[config.mk]
export PLATFORM = sky130hd
export DESIGN_NAME = seq_shifter_flat
export DESIGN_NICKNAME = d
export VERILOG_FILES = /design/src/rtl/seq_shifter_if.sv /design/src/rtl/seq_shifter.sv /design/src/flat_wrapper.sv
export SDC_FILE = /design/constraint.sdc
export NUM_CORES = 1
export LEC_CHECK = 0
export ABC_AREA = 1
export BUFFER_PORTS_ARGS = -buffer_cell sky130_fd_sc_hd__buf_2
export CAP_MARGIN = 40
export CELL_PAD_IN_SITES_DETAIL_PLACEMENT = 0
export CELL_PAD_IN_SITES_GLOBAL_PLACEMENT = 1
export CORE_MARGIN = 2
export CORE_UTILIZATION = 43
export CTS_CLUSTER_DIAMETER = 40
export CTS_CLUSTER_SIZE = 10
export DETAILED_ROUTE_END_ITERATION = 12
export GPL_TIMING_DRIVEN = 0
export HOLD_SLACK_MARGIN = 0.08
export MAX_ROUTING_LAYER = met4
export PLACE_DENSITY_LB_ADDON = 0.1
export SYNTH_ARGS = -nofsm -noshare
export SYNTH_HDL_FRONTEND = slang
export SYNTH_SLANG_ARGS = --single-unit
[constraint.sdc]
create_clock -name clk -period 4.2 [get_ports clk]
set_clock_uncertainty 0.15 [all_clocks]
set_input_delay 0.21 -clock clk [delete_from_list [all_inputs] [get_ports clk]]
set_output_delay 0.21 -clock clk [all_outputs]
set_load 0.02 [all_outputs]
[src/rtl/seq_shifter_if.sv]
// Request/result bundle for the iterative shift unit.
// The master side issues operands and start; the slave side returns the result and status.
interface seq_shifter_if #(
  parameter int WIDTH = 32
);
  logic             start;
  logic             dir;
  logic             arith;
  logic [4:0]       shamt;
  logic [WIDTH-1:0] din;
  logic [WIDTH-1:0] dout;
  logic             busy;
  logic             done;

  modport master (
    output start, dir, arith, shamt, din,
    input  dout, busy, done
  );

  modport slave (
    input  start, dir, arith, shamt, din,
    output dout, busy, done
  );
endinterface

[src/rtl/seq_shifter.sv]
// Iterative 32-bit SLL/SRL/SRA unit, one bit per clock under a start/done handshake.
// Optional macro SEQ_SHIFTER_FAST_EN: retire two bits per clock while at least two remain.
module seq_shifter #(
  parameter int WIDTH = 32
) (
  input  logic          clk,
  input  logic          rst_n,
  seq_shifter_if.slave  bus
);

  localparam int SHAMT_W = 5;

  typedef enum logic [1:0] {
    ST_IDLE  = 2'd0,
    ST_SHIFT = 2'd1,
    ST_DONE  = 2'd2
  } state_t;

  state_t             state_r;
  state_t             state_nxt_s;
  logic               accept_s;
  logic               busy_nxt_s;
  logic               done_nxt_s;
  logic               busy_r;
  logic               done_r;
  logic [WIDTH-1:0]   data_r;
  logic [WIDTH-1:0]   dout_r;
  logic [SHAMT_W-1:0] count_r;
  logic               dir_r;
  logic               arith_r;
  logic [WIDTH-1:0]   step_data_s;
  logic [SHAMT_W-1:0] step_count_s;

  // Right shifts fill with the current MSB only when arithmetic; that MSB is still the original sign.
  function automatic logic [WIDTH-1:0] shift_one(
    input logic [WIDTH-1:0] d,
    input logic             right,
    input logic             sign_fill
  );
    logic [WIDTH-1:0] r;
    if (right) begin
      r = {(sign_fill & d[WIDTH-1]), d[WIDTH-1:1]};
    end else begin
      r = {d[WIDTH-2:0], 1'b0};
    end
    return r;
  endfunction

  assign accept_s = bus.start & ((state_r == ST_IDLE) | (state_r == ST_DONE));

  // State register, with status outputs registered from the next state.
  always_ff @(posedge clk or negedge rst_n) begin
    if (!rst_n) begin
      state_r <= ST_IDLE;
      busy_r  <= 1'b0;
      done_r  <= 1'b0;
    end else begin
      state_r <= state_nxt_s;
      busy_r  <= busy_nxt_s;
      done_r  <= done_nxt_s;
    end
  end

  // Next-state decode.
  always_comb begin
    state_nxt_s = state_r;
    case (state_r)
      ST_IDLE: begin
        if (accept_s) begin
          state_nxt_s = ST_SHIFT;
        end else begin
          state_nxt_s = ST_IDLE;
        end
      end
      ST_SHIFT: begin
        if (count_r == 5'd0) begin
          state_nxt_s = ST_DONE;
        end else begin
          state_nxt_s = ST_SHIFT;
        end
      end
      ST_DONE: begin
        if (accept_s) begin
          state_nxt_s = ST_SHIFT;
        end else begin
          state_nxt_s = ST_IDLE;
        end
      end
      default: begin
        state_nxt_s = ST_IDLE;
      end
    endcase
  end

  // Status decode of the upcoming state so busy/done leave flops directly.
  always_comb begin
    busy_nxt_s = 1'b0;
    done_nxt_s = 1'b0;
    case (state_nxt_s)
      ST_IDLE: begin
        busy_nxt_s = 1'b0;
        done_nxt_s = 1'b0;
      end
      ST_SHIFT: begin
        busy_nxt_s = 1'b1;
        done_nxt_s = 1'b0;
      end
      ST_DONE: begin
        busy_nxt_s = 1'b0;
        done_nxt_s = 1'b1;
      end
      default: begin
        busy_nxt_s = 1'b0;
        done_nxt_s = 1'b0;
      end
    endcase
  end

  // One iteration step of the shift datapath.
  always_comb begin
    step_data_s  = shift_one(data_r, dir_r, arith_r);
    step_count_s = count_r - 5'd1;
`ifdef SEQ_SHIFTER_FAST_EN
    if (count_r >= 5'd2) begin
      step_data_s  = shift_one(shift_one(data_r, dir_r, arith_r), dir_r, arith_r);
      step_count_s = count_r - 5'd2;
    end else begin
      step_data_s  = shift_one(data_r, dir_r, arith_r);
      step_count_s = count_r - 5'd1;
    end
`endif
  end

  // Operand capture on accept, iteration in SHIFT, result publish when the count runs out.
  always_ff @(posedge clk or negedge rst_n) begin
    if (!rst_n) begin
      data_r  <= {WIDTH{1'b0}};
      dout_r  <= {WIDTH{1'b0}};
      count_r <= 5'd0;
      dir_r   <= 1'b0;
      arith_r <= 1'b0;
    end else if (accept_s) begin
      data_r  <= bus.din;
      count_r <= bus.shamt;
      dir_r   <= bus.dir;
      arith_r <= bus.arith;
    end else if (state_r == ST_SHIFT) begin
      if (count_r != 5'd0) begin
        data_r  <= step_data_s;
        count_r <= step_count_s;
      end else begin
        dout_r  <= data_r;
      end
    end
  end

  assign bus.dout = dout_r;
  assign bus.busy = busy_r;
  assign bus.done = done_r;

endmodule
[src/flat_wrapper.sv]
// flat-port wrapper written by rule: the top's interface ports become plain ports
module seq_shifter_flat 
#(
  parameter int WIDTH = 32
)
  (clk, rst_n, bus_start, bus_dir, bus_arith, bus_shamt, bus_din, bus_dout, bus_busy, bus_done);
  seq_shifter_if #(.WIDTH(WIDTH)) bus_i ();
  input  logic clk;
  input  logic rst_n;
  input wire logic [$bits(bus_i.start)-1:0] bus_start;
  input wire logic [$bits(bus_i.dir)-1:0] bus_dir;
  input wire logic [$bits(bus_i.arith)-1:0] bus_arith;
  input wire logic [$bits(bus_i.shamt)-1:0] bus_shamt;
  input wire logic [$bits(bus_i.din)-1:0] bus_din;
  output wire logic [$bits(bus_i.dout)-1:0] bus_dout;
  output wire logic [$bits(bus_i.busy)-1:0] bus_busy;
  output wire logic [$bits(bus_i.done)-1:0] bus_done;
  assign bus_i.start = bus_start;
  assign bus_i.dir = bus_dir;
  assign bus_i.arith = bus_arith;
  assign bus_i.shamt = bus_shamt;
  assign bus_i.din = bus_din;
  assign bus_dout = bus_i.dout;
  assign bus_busy = bus_i.busy;
  assign bus_done = bus_i.done;
  seq_shifter #(.WIDTH(WIDTH)) u_core (.clk(clk), .rst_n(rst_n), .bus(bus_i));
endmodule
==> out/metrics.cfg <==
[logic_synthesis]
synth_xor_area_share_pct=0
synthMuxAreaShare_pct=0
synth_cell_types=21
ys_warn_count=0
synth_top_family_by_area=simple AND/OR/NAND/NOR gates
synth_nets=525
ys_ff_latch=75
syn-cell-area_um2=3717
synthAdderAreaFrac_pct=0.3366
synth-simple-area-share_pct=28.37
synth_compound_area_share_pct=12.39
yosysSeqAreaShare_pct=50.49
synth_cells=482
synth.avg_cell_area_um2=7.712

[place]
pre_cts_slack_ps=2417
place_congestion=0.8124
place_area_um2=4254
dpl.hpwl_um=6499
numPortBuffers=75

[timing]
finalHoldViolCount=0
fin_setup_tns_ps=0
fmax_ghz=0.5634
grt_setup_unrepaired=no
fin_crit_ps=1775
relSlewSlack_pct=67.31
post-route-period-util_pct=42.26
setup_viol=0
hold_slack_ps=165.1
tightestPinTransition_ps=490.3
worst_slack_ps=2425
slew_viol_final=0

[worst_setup_path]
cp_cell_sequence=inv_1, ha_1, nand2_2, nor2_4, nand2_4, nand2_8, nand2_4, buf_6, nand2_1, nand2_1
start_kind=flip-flop
crit_family=simple AND/OR/NAND/NOR gates
ff2ff_setup_slack_ps=2430
arrival_ps=1860
cp-end-kind=flip-flop
cp_data_required_time_ps=4290
worstRegToRegCells=10
cp_max_fo=10
slowest_delay_ps=400
crit_buf_inv=2
path_class=reg2reg
cp_slowest_cell=dfrtp_1
path_depth=10

[global_route]
use_met3_pct=3.757
grt_pass1_wl_um=16670
first_global_vias=3446
grt_use_met2_pct=34.88
grt_max_degree=52
antenna_found_initial=0
grt.total_usage_pct=22.40
gr-usage-met1_pct=29.72
overflow=0
busiest_layer=met2

[drt]
vias=3520
drc_errors=0
viasPerCell=4.903
postRouteWirelength_um=9630
first_pass_iters=5
post_drt_wl_per_cell_um=13.41
postRouteAntennaNets=0
drtIter0Drc=165

[flow_run]
drv_cap=0

[clock_tree]
clock_latency_ps=350
cts-buffers-inserted=9
cts_sinks=75
cts_tree=done
htree_num_levels=3
cts_buffer_depth=2
clkTransAtPathRegs_ps=70
cts_resized=0
clk_root_buffer_cell=clkbuf_8

[die]
ioPinCount=76
start_util_pct=44.79
placementRows=33
dieArea_um2=9405
core-area_um2=8299
fp.dieW_um=96.98
die-height_um=96.98

[power_and_ir_drop]
power.total_mw=3.765
ir_drop_mv=0.3069
p_per_area_nw_per_um2=779.0
p_leak_nw=2.548

[layout]
multi_input_area_um2=1528
antennaDiodeCount=0
final_area_um2=4833
regArea_um2=1877
fillers=806
nNetsFinal=652
drive_above_1_share_pct=20.23
area_delta_synth_final_pct=30.02

[status]
outcome=finished, final reports clean

[hold_path]
hold_path.class=in2async

[metrics by stage]
step / instances / util (%)
finish: 718 / 58.24
global route: 718 / 58.24
CTS: 718 / 58.24
detailed placement: 663 / 51.26
global placement: 662 / 50.90
floorplan: 482 / -
[cell families (layout without fill, tap and decap cells)]
kind of cell    after synthesis  count (layout)
simple gates                246             246
compound gates               92              92
flops                        75              75
buf+inv                      68             199
fa+ha+maj                     1               1
[sequential cells by signal, summed over array words and instances (netlist names)]
signal,count
u_core.state_r,2
u_core.count_r,5
u_core.arith_r,1
u_core.bus.dout,32
u_core.data_r,32
u_core.bus.done,1
u_core.dir_r,1
u_core.bus.busy,1
[worst reg2reg max path, stage by stage, from the launching register on]
cell and delay, ps:
dfrtp_1 400, inv_1 100, ha_1 180, nand2_2 80
nor2_4 150, nand2_4 90, nand2_8 110, nand2_4 120
buf_6 170, nand2_1 60, nand2_1 50
[layout by cell type (no fill, tap or decap), drive strengths merged]
master and n:
o21ai 92, buf 99, nand3 43, inv 38, nor2 4, ha 1, dfrtp 75, clkinv 2
dlygate4sd3 40, nand2 199, clkbuf 20
[report_power, final]
part | internal (mW) | total [mW] | switching [mW]
registers | 1.08 | 1.30 | 0.220
logic | 0.702 | 1.95 | 1.25
clock network | 0.258 | 0.518 | 0.259
[cells in the mapped netlist]
library cell / count / area, um^2
nand2_4: 3 / 33.78
o21ai_1: 18 / 90.09
clkbuf_2: 2 / 10.01
inv_2: 3 / 11.26
nand2_2: 1 / 6.260
clkbuf_1: 5 / 18.77
inv_1: 35 / 131.4
nor2_4: 1 / 11.26
buf_6: 3 / 33.78
buf_4: 4 / 30.03
nand3_1: 42 / 210.2
nand2_1: 194 / 728.2
ha_1: 1 / 12.51
buf_1: 2 / 7.510
nand3_4: 1 / 17.52
o21ai_0: 74 / 370.4
nand2_8: 1 / 20.02
dfrtp_1: 75 / 1877
nor2_1: 2 / 7.510
buf_2: 14 / 70.07
nor2_8: 1 / 20.02
[metal layers]
layer | routed length, um | part of all wire [%]
met1 | 4621 | 48
met2 | 4472 | 46
met3 | 398 | 4.1
met4 | 138 | 1.4
met5 | 0 | 0
[final cells by class]
type                       count  share of cell area (%)
multi-input combinational    339                   31.61
timing repair buffer         116                   16.67
tap                          105                   2.718
sequential                    75                   38.83
buffer                        30                   3.521
clock inverter                 2                  0.2071
clock buffer                  13                   3.495
inverter                      38                   2.951
[final timing paths]
| kind | startpoint | end |
|---|---|---|
| max | u_core.count_r[0] | u_core.data_r[27] |
| min | rst_n | u_core.bus.dout[8] |
| max reg2reg | u_core.count_r[0] | u_core.data_r[27] |
| min reg2reg | u_core.bus.dout[16] | u_core.bus.dout[16] |
| max in group asynchronous | rst_n | u_core.bus.dout[28] |
| min in group clk | bus_start | u_core.data_r[31] |
[what timing repair did]
item / CTS / global route
buffers inserted: 0 / 0
hold buffers: 40 / 0
hold endpoints to repair: 114 / 0
(Power assumes the default switching activity.)
